## src/rtl/ov7670_pixel_capture.sv

```systemverilog
// ---------------------------------------------------------------------------
// ov7670_pixel_capture
//
// Samples the raw OV7670 camera bus in the system clock domain. It pairs
// bytes into RGB565 pixels, reduces each pixel to RGB444 and writes it to
// the frame buffer together with its address and coordinates.
//
// Parameters
//   H_ACT      active pixels per line
//   V_ACT      active lines per frame
//   ADDR_W     frame-buffer address width (2**ADDR_W >= H_ACT*V_ACT)
//
// Ports
//   clk         in   system clock, rising edge
//   reset       in   asynchronous active-low reset
//   cam_pclk    in   raw camera pixel clock (sampled as data)
//   cam_vsync   in   raw vsync, high during vertical blanking
//   cam_href    in   raw line-valid
//   cam_data    in   raw camera byte
//   capture_en  in   arms capture of the next frame (looked at in IDLE only)
//   we          out  frame-buffer write strobe, one clk per pixel
//   wAddr       out  write address = y_coor*H_ACT + x_coor
//   wData       out  RGB444 pixel {R4,G4,B4}
//   x_coor      out  column of the current write
//   y_coor      out  row of the current write
//   frame_done  out  one-clk pulse when a captured frame ends
//   line_err    out  sticky: a line ended with an odd byte count
// ---------------------------------------------------------------------------
module ov7670_pixel_capture #(
    parameter int H_ACT  = 320,
    parameter int V_ACT  = 240,
    parameter int ADDR_W = 17
) (
    input  logic              clk,
    input  logic              reset,
    input  logic              cam_pclk,
    input  logic              cam_vsync,
    input  logic              cam_href,
    input  logic [7:0]        cam_data,
    input  logic              capture_en,
    output logic              we,
    output logic [ADDR_W-1:0] wAddr,
    output logic [11:0]       wData,
    output logic [9:0]        x_coor,
    output logic [8:0]        y_coor,
    output logic              frame_done,
    output logic              line_err
);

    localparam logic [9:0]        H_ACT_C   = 10'(H_ACT);
    localparam logic [8:0]        V_ACT_C   = 9'(V_ACT);
    localparam logic [ADDR_W-1:0] H_ACT_A   = ADDR_W'(H_ACT);
    localparam logic [9:0]        COL_MAX_C = 10'h3FF;
    localparam logic [8:0]        ROW_MAX_C = 9'h1FF;

    typedef enum logic [1:0] {
        IDLE       = 2'd0,
        WAIT_FRAME = 2'd1,
        CAPTURE    = 2'd2
    } state_t;

    // hi_bits carries {hi[7:4], hi[2:0]}, lo_bits carries {lo[7], lo[4:1]}
    function automatic logic [11:0] rgb565_to_444(input logic [6:0] hi_bits,
                                                  input logic [4:0] lo_bits);
        return {hi_bits[6:3], hi_bits[2:0], lo_bits[4], lo_bits[3:0]};
    endfunction

    // Synchronizer chains; index 1 is the synchronized value, index 2 the
    // one-cycle-older copy used for edge detection.
    logic [2:0] pclk_q;
    logic [2:0] vsync_q;
    logic [2:0] href_q;
    logic [7:0] data_q1;
    logic [7:0] data_q2;

    logic pclk_rise_s;
    logic vsync_rise_s;
    logic vsync_fall_s;
    logic href_fall_s;

    state_t state_q;
    state_t state_d;
    logic   start_capture_s;
    logic   end_frame_s;
    logic   in_capture_s;

    logic              phase_q,      phase_d;
    logic [6:0]        hi_q,         hi_d;
    logic [9:0]        col_q,        col_d;
    logic [8:0]        row_q,        row_d;
    logic [ADDR_W-1:0] row_base_q,   row_base_d;
    logic              we_q,         we_d;
    logic [ADDR_W-1:0] waddr_q,      waddr_d;
    logic [11:0]       wdata_q,      wdata_d;
    logic [9:0]        x_q,          x_d;
    logic [8:0]        y_q,          y_d;
    logic              frame_done_q, frame_done_d;
    logic              line_err_q,   line_err_d;

    // Two-flop synchronizers plus a third stage for edge detection
    always_ff @(posedge clk or negedge reset) begin
        if (!reset) begin
            pclk_q  <= 3'b000;
            vsync_q <= 3'b000;
            href_q  <= 3'b000;
            data_q1 <= 8'h00;
            data_q2 <= 8'h00;
        end else begin
            pclk_q  <= {pclk_q[1:0],  cam_pclk};
            vsync_q <= {vsync_q[1:0], cam_vsync};
            href_q  <= {href_q[1:0],  cam_href};
            data_q1 <= cam_data;
            data_q2 <= data_q1;
        end
    end

    assign pclk_rise_s  =  pclk_q[1]  & ~pclk_q[2];
    assign vsync_rise_s =  vsync_q[1] & ~vsync_q[2];
    assign vsync_fall_s = ~vsync_q[1] &  vsync_q[2];
    assign href_fall_s  = ~href_q[1]  &  href_q[2];

    // FSM state register
    always_ff @(posedge clk or negedge reset) begin
        if (!reset) begin
            state_q <= IDLE;
        end else begin
            state_q <= state_d;
        end
    end

    // FSM next-state logic
    always_comb begin
        state_d = state_q;
        case (state_q)
            IDLE: begin
                if (capture_en) begin
                    state_d = WAIT_FRAME;
                end else begin
                    state_d = IDLE;
                end
            end
            WAIT_FRAME: begin
                if (vsync_fall_s) begin
                    state_d = CAPTURE;
                end else begin
                    state_d = WAIT_FRAME;
                end
            end
            CAPTURE: begin
                if (vsync_rise_s) begin
                    state_d = IDLE;
                end else begin
                    state_d = CAPTURE;
                end
            end
            default: state_d = IDLE;
        endcase
    end

    // FSM decoded controls for the datapath
    always_comb begin
        start_capture_s = 1'b0;
        end_frame_s     = 1'b0;
        in_capture_s    = 1'b0;
        case (state_q)
            WAIT_FRAME: start_capture_s = vsync_fall_s;
            CAPTURE: begin
                end_frame_s  = vsync_rise_s;
                in_capture_s = 1'b1;
            end
            default: begin
                start_capture_s = 1'b0;
                end_frame_s     = 1'b0;
                in_capture_s    = 1'b0;
            end
        endcase
    end

    // Byte pairing, counters and write generation
    always_comb begin
        phase_d      = phase_q;
        hi_d         = hi_q;
        col_d        = col_q;
        row_d        = row_q;
        row_base_d   = row_base_q;
        we_d         = 1'b0;
        waddr_d      = waddr_q;
        wdata_d      = wdata_q;
        x_d          = x_q;
        y_d          = y_q;
        line_err_d   = line_err_q;
        frame_done_d = end_frame_s;

        if (start_capture_s) begin
            phase_d    = 1'b0;
            col_d      = 10'd0;
            row_d      = 9'd0;
            row_base_d = '0;
            line_err_d = 1'b0;
        end else if (end_frame_s) begin
            // vsync wins over any concurrent byte: a pending hi is dropped
            phase_d = 1'b0;
        end else if (in_capture_s) begin
            if (href_fall_s) begin
                if (phase_q) begin
                    line_err_d = 1'b1;
                    phase_d    = 1'b0;
                end else begin
                    line_err_d = line_err_q;
                end
                // Empty lines (no completed pixels) do not consume a row
                if (col_q != 10'd0) begin
                    if (row_q != ROW_MAX_C) begin
                        row_d = row_q + 9'd1;
                    end else begin
                        row_d = row_q;
                    end
                    // Row base only matters for in-range rows
                    if (row_q < V_ACT_C) begin
                        row_base_d = row_base_q + H_ACT_A;
                    end else begin
                        row_base_d = row_base_q;
                    end
                end else begin
                    row_d = row_q;
                end
                col_d = 10'd0;
            end else if (pclk_rise_s && href_q[1]) begin
                if (!phase_q) begin
                    hi_d    = {data_q2[7:4], data_q2[2:0]};
                    phase_d = 1'b1;
                end else begin
                    phase_d = 1'b0;
                    if ((col_q < H_ACT_C) && (row_q < V_ACT_C)) begin
                        we_d    = 1'b1;
                        waddr_d = row_base_q + ADDR_W'(col_q);
                        wdata_d = rgb565_to_444(hi_q, {data_q2[7], data_q2[4:1]});
                        x_d     = col_q;
                        y_d     = row_q;
                    end else begin
                        we_d = 1'b0;
                    end
                    if (col_q != COL_MAX_C) begin
                        col_d = col_q + 10'd1;
                    end else begin
                        col_d = col_q;
                    end
                end
            end else begin
                phase_d = phase_q;
            end
        end else begin
            phase_d = 1'b0;
        end
    end

    // Datapath and output registers
    always_ff @(posedge clk or negedge reset) begin
        if (!reset) begin
            phase_q      <= 1'b0;
            hi_q         <= 7'd0;
            col_q        <= 10'd0;
            row_q        <= 9'd0;
            row_base_q   <= '0;
            we_q         <= 1'b0;
            waddr_q      <= '0;
            wdata_q      <= 12'h000;
            x_q          <= 10'd0;
            y_q          <= 9'd0;
            frame_done_q <= 1'b0;
            line_err_q   <= 1'b0;
        end else begin
            phase_q      <= phase_d;
            hi_q         <= hi_d;
            col_q        <= col_d;
            row_q        <= row_d;
            row_base_q   <= row_base_d;
            we_q         <= we_d;
            waddr_q      <= waddr_d;
            wdata_q      <= wdata_d;
            x_q          <= x_d;
            y_q          <= y_d;
            frame_done_q <= frame_done_d;
            line_err_q   <= line_err_d;
        end
    end

    assign we         = we_q;
    assign wAddr      = waddr_q;
    assign wData      = wdata_q;
    assign x_coor     = x_q;
    assign y_coor     = y_q;
    assign frame_done = frame_done_q;
    assign line_err   = line_err_q;

endmodule
```

## config.mk

```make
export PLATFORM = sky130hd
export DESIGN_NAME = ov7670_pixel_capture
export DESIGN_NICKNAME = d
export VERILOG_FILES = /design/src/rtl/ov7670_pixel_capture.sv
export SDC_FILE = /design/constraint.sdc
export NUM_CORES = 1
export LEC_CHECK = 0
export CORE_ASPECT_RATIO = 0.6
export CORE_MARGIN = 8
export CORE_UTILIZATION = 55
export DETAILED_ROUTE_END_ITERATION = 10
export GPL_ROUTABILITY_DRIVEN = 0
export PLACE_DENSITY = 0.92
export REMOVE_ABC_BUFFERS = 1
export SYNTH_ARGS = -nofsm -noshare
export SYNTH_HDL_FRONTEND = slang
export SYNTH_SLANG_ARGS = --single-unit
```

## constraint.sdc

```tcl
create_clock -name clk -period 2.6 [get_ports clk]
set_input_delay 0.39 -clock clk [delete_from_list [all_inputs] [get_ports clk]]
set_output_delay 0.39 -clock clk [all_outputs]
set_load 0.02 [all_outputs]
```

# [Word level (Yosys, flattened, before mapping)]
# Cells that the tools add are included.
[totals] elab_cells=105 reg_bits=122
[classes] n_mux=44 magnitude_cmp=2 n_eq_ne=6 n_reduce_logical=19 n_bitwise=12 add_sub_neg=4
[ops] cell="17-bit 2-to-1 mux" n=6
[ops] cell="10-bit 2-to-1 mux" n=7
[ops] cell="9-bit 2-to-1 mux" n=6
[ops] cell="1-bit 2-to-1 mux" n=22
[ops] cell="17-bit by 10-bit adder with 17-bit output" n=1
[ops] cell="17-bit by 9-bit adder with 17-bit output, second input constant" n=1
[ops] cell="5-bit AND reduction" n=3
[ops] cell="2-bit nonzero test" n=6
[ops] cell="10-bit by 1-bit adder with 10-bit output, second input constant" n=1
[ops] cell="10-bit by 9-bit < comparator with 1-bit output, second input constant" n=1
[ops] cell="10-bit inequality test, second input constant" n=1
[ops] cell="10-bit nonzero test" n=1
[ops] cell="9-bit by 1-bit adder with 9-bit output, second input constant" n=1
[ops] cell="9-bit by 8-bit < comparator with 1-bit output, second input constant" n=1
[ops] cell="9-bit inequality test, second input constant" n=1
[ops] cell="3-bit nonzero test" n=3
[ops] cell="1-bit NOT" n=8
[ops] cell="7-bit AND reduction" n=1
[ops] cell="2-bit one-hot mux with 3 select lines" n=1
[ops] cell="6-bit AND reduction" n=1
[ops] cell="5-bit by 3-bit inequality test with 1-bit output, second input constant" n=1
[ops] cell="1-bit bitwise AND" n=4
[ops] cell="2-bit 2-to-1 mux" n=2
[ops] cell="4-bit AND reduction" n=1
[ops] cell="5 further kinds" n=6

# [Longest topological paths before layout]
# Gate-level depths: netlist (run 1).
[logic_depth] word_depth=9 mapped_depth=9 ltp_nobuf=8

# [Worst setup path before layout (run 1)]
# Ideal clock, no wire load.
[synth_timing] kind="reg-to-reg" from="register col_q[7]" to="register waddr_q[14] (netlist: wAddr[14])" path_slack_ns=0.690 period_less_slack_ns=1.910 path_buffers=0 setup_ns=0.125 required_time_ns=2.475 path_stages_with_launch=7 arrival_ns=1.785 path_cell_list="dfrtp_1 -> ha_1 -> a21oi_1 -> o211ai_1 -> nand4_1 -> xnor2_1 -> mux2_2"
[synth_via] elab_chain_cells=3 elab_cells_between_ends=4
[synth_lines] element="start, declared" line="89" text="logic [9:0] col_q, col_d;"
[synth_lines] element="start signal, assigned" line="275" text="col_q <= col_d;"
[synth_lines] element="10-bit by 9-bit < comparator with 1-bit output" line="234" text="if ((col_q < H_ACT_C) && (row_q < V_ACT_C)) begin"
[synth_lines] element="1-bit logical AND" line="234"
[synth_lines] element="7-bit AND reduction (no line)"
[synth_lines] element="end signal, assigned" line="279" text="waddr_q <= waddr_d;"
[synth_lines] element="end, declared" line="93" text="logic [ADDR_W-1:0] waddr_q, waddr_d;"
# Several ways; a longest one is shown, not always the timed one.
# A chain may end at the register's enable or synchronous reset.

# [Worst setup path in the final report (run 1)]
[layout_timing] from="register row_q[0]" to="register row_q[5]"
[layout_via] elab_chain_cells=7 elab_cells_between_ends=10
[layout_lines] element="start, declared" line="90" text="logic [8:0] row_q, row_d;"
[layout_lines] element="start signal, assigned" line="276" text="row_q <= row_d;"
[layout_lines] element="9-bit by 1-bit adder with 9-bit output" line="214" text="row_d = row_q + 9'd1;"
[layout_lines] element="9-bit 2-to-1 mux" line="213" text="if (row_q != ROW_MAX_C) begin"
[layout_lines] element="9-bit 2-to-1 mux" line="212" text="if (col_q != 10'd0) begin"
[layout_lines] element="9-bit 2-to-1 mux" line="204" text="if (href_fall_s) begin"
[layout_lines] element="9-bit 2-to-1 mux" line="203" text="end else if (in_capture_s) begin"
[layout_lines] element="9-bit 2-to-1 mux" line="200" text="end else if (end_frame_s) begin"
[layout_lines] element="9-bit 2-to-1 mux" line="194" text="if (start_capture_s) begin"
# Several ways; a longest one is shown, not always the timed one. The select of a mux whose other input is x is not followed.

==> flow_metrics.py, run 1 <==
metrics = {
    "setup_path": {
        "reg2reg_depth": 8,
        "critical_path.max_fanout": 5,
        "timing.rr.end": "row_q[5]",
        "arrival_ns": 2.64,
        "start_kind": "register",
        "reg2reg_from": "row_q[0]",
        "startpoint": "row_q[0]",
        "cp-endpoint": "row_q[5]",
        "critPathKind": "register to register",
        "worstPathRequired_ns": 2.93,
        "cp-end-kind": "register",
        "ff2ff_setup_slack_ns": 0.29,
    },
    "floorplanning": {
        "dieArea_sq_mm": 0.01222,
        "io_pins": 65,
        "core_sq_mm": 0.008556,
        "rows": 26,
        "die_w_microns": 137.5,
        "initial_core_util": 0.5692,
        "die_y_microns": 88.89,
    },
    "place": {
        "dp_slack_ns": 0.3118,
        "dpl.hpwl_microns": 6977,
        "io_buffer_count": 64,
    },
    "global_route": {
        "grt_pass1_vias": 3517,
        "antenna_found_initial": 0,
        "grt_max_degree": 57,
        "grt-ovfl-total": 0,
        "grt_usage": 0.1886,
        "grt_pass1_wl_microns": 17730,
    },
    "logic_synthesis": {
        "yosys_warnings": 0,
        "syn_area_sq_mm": 0.004870,
        "synth_cell_types": 51,
        "syn_inst": 398,
        "synth_area_per_cell_sq_um": 12.24,
        "seq_area_frac_synth": 0.5858,
        "postSynth.asyncResetShare": 1.000,
        "synth_edf_count": 0,
        "ys.flop_type": "dfrtp_1",
        "ys_ff_latch": 114,
    },
    "pwr": {
        "power_w": 0.005082,
        "ir_drop_uv": 567.2,
        "p_leak_nw": 2.850,
        "power_density_mw_per_mm2": 809.2,
    },
    "routing": {
        "via_per_inst": 5.838,
        "first_iter_violations": 314,
        "drc": 0,
        "drt-pass1-iter-count": 5,
        "drt-total-wl_microns": 10700,
        "postRouteAntennaNets": 0,
        "wl_per_cell_microns": 18.01,
        "vias": 3468,
    },
    "timing": {
        "final.setup.worst_slack_ns": 0.2860,
        "slew_violations": 0,
        "hold_slack_ns": 0.04150,
        "finalHoldViolations": 0,
        "max_freq_ghz": 0.4322,
        "setup_tns_ns": 0,
        "skew_ns": 0.006006,
        "relSlewSlack": 0.5267,
        "setup_viol": 0,
        "rsz0062_at_grt": "false",
        "tightest_slew_ns": 0.7099,
        "min_period_over_period": 0.8900,
        "fin_crit_ns": 2.314,
    },
    "cells_and_area": {
        "area_delta_synth_final_pct": 28.96,
        "mostFrequentLayoutCells": "114 x dfrtp_1, 63 x clkdlybuf4s50_1, 52 x mux2_2",
        "final_common_cell": "dfrtp_1",
        "fin_nets": 492,
        "diodes": 0,
        "multi_input_area_sq_mm": 0.001863,
        "fillerInstances": 527,
        "drive_gt1_frac": 0.2075,
        "seq_area_sq_mm": 0.002853,
    },
    "cts": {
        "htreeDepth": 4,
        "hold_buffers": 0,
        "cts.sinks": 114,
        "cts_tree": "yes",
        "clk_pin_slew_ns": 0.05,
        "cts_root_buf": "clkbuf_16",
        "clk_path_buf_depth": 2,
        "numCtsBuffers": 17,
        "clk_latency_ns": 0.41,
    },
    "outcome": {
        "outcome": "complete, no violations",
    },
    "hold_path": {
        "hold_path.class": "primary input to async pin",
    },
    "job": {
        "max_cap_violations": 0,
    },
}
[worst min-delay path by stage]
stage	slack, ns	to	depth (start not counted)
after floorplan	0.09	col_q[0]	0
after global placement	0.33	data_q2[7]	0
after detailed placement	0.33	data_q2[1]	0
after CTS	0.06	wAddr[7]	1
after global routing	0.09	x_coor[8]	1
final	0.04	wAddr[6]	1
[sequential cells by signal, indices dropped and copies added, names as in the netlist]
| register | cells |
|---|---|
| state_q | 2 |
| pclk_q | 3 |
| row_q | 9 |
| we | 1 |
| wData | 12 |
| line_err | 1 |
| row_base_q | 11 |
| wAddr | 17 |
| href_q | 3 |
| col_q | 10 |
| phase_q | 1 |
| x_coor | 8 |
| data_q2 | 8 |
| hi_q | 7 |
| vsync_q | 3 |
| data_q1 | 8 |
| frame_done | 1 |
| y_coor | 9 |
[kinds of logic after synthesis]
kind of cell / synth area share
buf+inv: 0.03289
fa+ha+maj: 0.02312
simple gates: 0.1236
flops: 0.5858
compound gates: 0.09430
xor+xnor: 0.01798
mux: 0.1223
[synthesized netlist by cell type (2+ instances only)]
library cell | count | area, sq um
nand4_1 | 7 | 43.79
and3_1 | 5 | 31.28
nor3_1 | 3 | 15.01
nand4bb_1 | 2 | 22.52
buf_2 | 4 | 20.02
xnor2_1 | 6 | 52.55
nor2b_1 | 3 | 18.77
and2_1 | 7 | 43.79
o41ai_1 | 2 | 17.52
or4_1 | 6 | 45.04
nand2_1 | 24 | 90.09
o211ai_1 | 2 | 15.01
inv_1 | 10 | 37.54
a31oi_1 | 6 | 37.54
buf_6 | 3 | 33.78
o31ai_1 | 7 | 52.55
buf_4 | 6 | 45.04
dfrtp_1 | 114 | 2853
xor2_1 | 4 | 35.03
nor2_1 | 23 | 86.33
o21ai_0 | 30 | 150.1
mux2_2 | 52 | 585.6
nand2b_1 | 7 | 43.79
a21oi_1 | 14 | 70.07
ha_1 | 9 | 112.6
clkbuf_1 | 5 | 18.77
nand3_1 | 9 | 45.04
or3_1 | 3 | 18.77
and2b_1 | 3 | 22.52
[power by group]
group / switching (W) / internal, W
Combinational: 0.000234 / 0.000176
Sequential: 0.000111 / 0.00190
Clock: 0.000814 / 0.00185
Total: 0.00116 / 0.00392
[stage by stage]
stage | instance area, sq um | cells | utilization
after floorplan | 4747 | 379 | -
after global placement | 5590 | 562 | 0.6534
after detailed placement | 5590 | 562 | 0.6534
after CTS | 6274 | 594 | 0.7333
after global routing | 6280 | 594 | 0.7340
final | 6280 | 594 | 0.7340
[routing by layer]
| metal | share of wire | up-vias | track usage |
|---|---|---|---|
| li1 | - | 1575 | - |
| met1 | 0.43 | 1725 | 0.2316 |
| met2 | 0.47 | 148 | 0.2988 |
| met3 | 0.084 | 20 | 0.06463 |
| met4 | 0.018 | 0 | 0.08137 |
| met5 | 0 | - | 0 |
[timing repair]
item,in CTS,in global routing
setup endpoints to repair,0,6
gates resized for setup,0,1
buffers inserted,0,0
[worst max-delay path, stage by stage (launching register included)]
cell	delay [ns]
dfrtp_1	0.41
ha_1	0.25
nand3_1	0.18
nor2_1	0.08
ha_1	0.19
a31oi_1	0.24
o221ai_1	0.26
or4_1	0.45
a21oi_1	0.17
[cell type report]
cell class | instances | share of cell area
Timing Repair Buffer | 71 | 0.1120
Clock inverter | 13 | 0.03666
Inverter | 10 | 0.005977
Multi-Input combinational cell | 255 | 0.2967
Clock buffer | 19 | 0.07213
Tap cell | 112 | 0.02232
Sequential cell | 114 | 0.4543
Note: power is estimated with default switching activity, not from simulation.
==> inputs of run 2 (changes only) <==
CORE_UTILIZATION = 40   (was 55)
PLACE_DENSITY = 0.75   (was 0.92)
clock period = 1.95 ns   (was 2.6 ns; I/O delays follow)
==> run 2 against run 1 <==
The run now ends with negative setup slack left; global-route usage shrank 4.6 points; clock skew grew 0.0094 ns; non-clock buffer count grew 37; highest routed layer unchanged; power grew 28%; combinational power grew 67%; clock power grew 18%; hold slack gained 0.27 ns; setup slack lost 0.29 ns; die area grew 32%; sequential share of layout area shrank 2.5 points.
==> flow_metrics.py, run 2 (synthesis gave the netlist of run 1 again) <==
metrics = {
    "global_route": {
        "busiest_layer": "met2",
        "met1_usage": 0.1849,
        "antenna_found_initial": 0,
        "grt_max_degree": 47,
        "gr-usage-met3": 0.04474,
        "grt-ovfl-total": 0,
        "grt_pass1_wl_microns": 17740,
        "grt_pass1_vias": 3567,
        "use_met2": 0.2153,
        "grt_usage": 0.1423,
    },
    "setup_path": {
        "slowest_stage": "or4_4",
        "crit_family": "simple AND/OR/NAND/NOR gates",
        "critical_path.max_fanout": 6,
        "start_kind": "register",
        "cp_cell_sequence": "ha_2, nand3_2, nor2_1, ha_1, a31oi_2, o22ai_1, buf_4, or4_4, a21oi_1",
        "max_stage_delay_ns": 0.41,
        "cp_num_buf_inv": 1,
        "arrival_ns": 2.29,
        "cp-end-kind": "register",
        "critPathKind": "register to register",
        "worstPathRequired_ns": 2.29,
    },
    "pwr": {
        "p_leak_nw": 3.007,
        "power_density_mw_per_mm2": 976.8,
        "ir_drop_uv": 661.4,
    },
    "cells_and_area": {
        "largest_reg_flops": 17,
        "final_area_sq_mm": 0.006655,
        "final_common_cell": "dfrtp_1",
        "area_delta_synth_final_pct": 36.66,
        "drive_gt1_frac": 0.2852,
        "mostFrequentLayoutCells": "112 x dfrtp_1, 63 x clkdlybuf4s50_1, 52 x mux2_2",
        "diodes": 0,
        "fin_nets": 529,
    },
    "cts": {
        "clk_path_buf_depth": 2,
        "cts_tree": "yes",
        "cts_root_buf": "clkbuf_16",
        "numCtsBuffers": 17,
        "clk_latency_ns": 0.42,
        "cts.sinks": 114,
        "htreeDepth": 4,
        "clk_pin_slew_ns": 0.05,
    },
    "place": {
        "dp_slack_ns": -0.07369,
        "placed_cell_area_sq_mm": 0.005924,
        "io_buffer_count": 64,
        "dpl.hpwl_microns": 7542,
    },
    "routing": {
        "vias": 3457,
        "wl_per_cell_microns": 15.56,
        "first_iter_violations": 186,
        "via_per_inst": 5.054,
        "drc": 0,
        "postRouteAntennaNets": 0,
        "drt-pass1-iter-count": 4,
        "drt-total-wl_microns": 10650,
    },
    "floorplanning": {
        "die_w_microns": 158.4,
        "initial_core_util": 0.4063,
        "dieArea_sq_mm": 0.01608,
        "io_pins": 65,
        "die_y_microns": 101.5,
        "core_sq_mm": 0.01199,
        "rows": 31,
    },
    "timing": {
        "slew_violations": 0,
        "final.setup.worst_slack_ns": -0.003856,
        "max_freq_ghz": 0.5118,
        "skew_ns": 0.01543,
        "rsz0062_at_grt": "true",
        "fin_crit_ns": 1.954,
        "relSlewSlack": 0.6637,
        "hold_slack_ns": 0.3157,
        "setup_viol": 1,
        "setup_tns_ns": -0.003856,
        "finalHoldViolations": 0,
        "tightest_slew_ns": 0.5044,
        "min_period_over_period": 1.002,
    },
    "hold_path": {
        "hold_path.class": "primary input to register",
    },
    "outcome": {
        "violations": "negative setup slack",
        "outcome": "finished, violations left",
    },
    "job": {
        "max_cap_violations": 0,
    },
}
[run 2: final cells by class]
type / instances / area, sq um
clock buffers: 18 / 429.2
clock inverters: 14 / 178.9
fillers: 965 / 5330
inverters: 10 / 37.54
multi-input cells: 255 / 1944
flip-flops and latches: 114 / 2855
well taps: 165 / 206.4
repair buffers: 108 / 1003
[run 2: layer usage]
| metal | up-vias | wire [microns] |
|---|---|---|
| li1 | 1654 | - |
| met1 | 1696 | 4978 |
| met2 | 99 | 4782 |
| met3 | 8 | 784 |
| met4 | 0 | 102 |
| met5 | - | 0 |
[run 2: where the power goes]
part / leakage, nW / internal (W) / switching [W]
registers: 1.52 / 0.00253 / 0.000131
clock network: 0.288 / 0.00202 / 0.00113
logic: 1.20 / 0.000334 / 0.000352
total: 3.01 / 0.00489 / 0.00161
[run 2: metrics by stage]
step | cells | util | power, W
floorplan | 379 | - | 0.003019
global placement | 649 | 0.4943 | 0.003291
detailed placement | 649 | 0.4943 | 0.003345
CTS | 683 | 0.5477 | 0.006531
global route | 684 | 0.5553 | 0.006771
finish | 684 | 0.5553 | 0.006501
[run 2: what timing repair did]
action / CTS / global route
hold endpoints to repair: 33 / 0
resized for setup: 3 / 19
setup buffers: 1 / 1
pin swaps: 2 / 1
setup endpoints to repair: 4 / 48
hold buffers: 1 / 0
[run 2: final timing paths]
check / slack, ns / cells after the start / endpoint / startpoint
min in group asynchronous: 0.40 / 2 / wData[2] / reset
worst min-delay path: 0.32 / 1 / vsync_q[0] / cam_vsync
worst max-delay path: -0.004 / 9 / row_q[6] / row_q[0]
worst max register to register: -0.004 / 9 / row_q[6] / row_q[0]
worst min register to register: 0.35 / 0 / pclk_q[1] / pclk_q[0]
max in group asynchronous: 0.93 / 3 / vsync_q[1] / reset
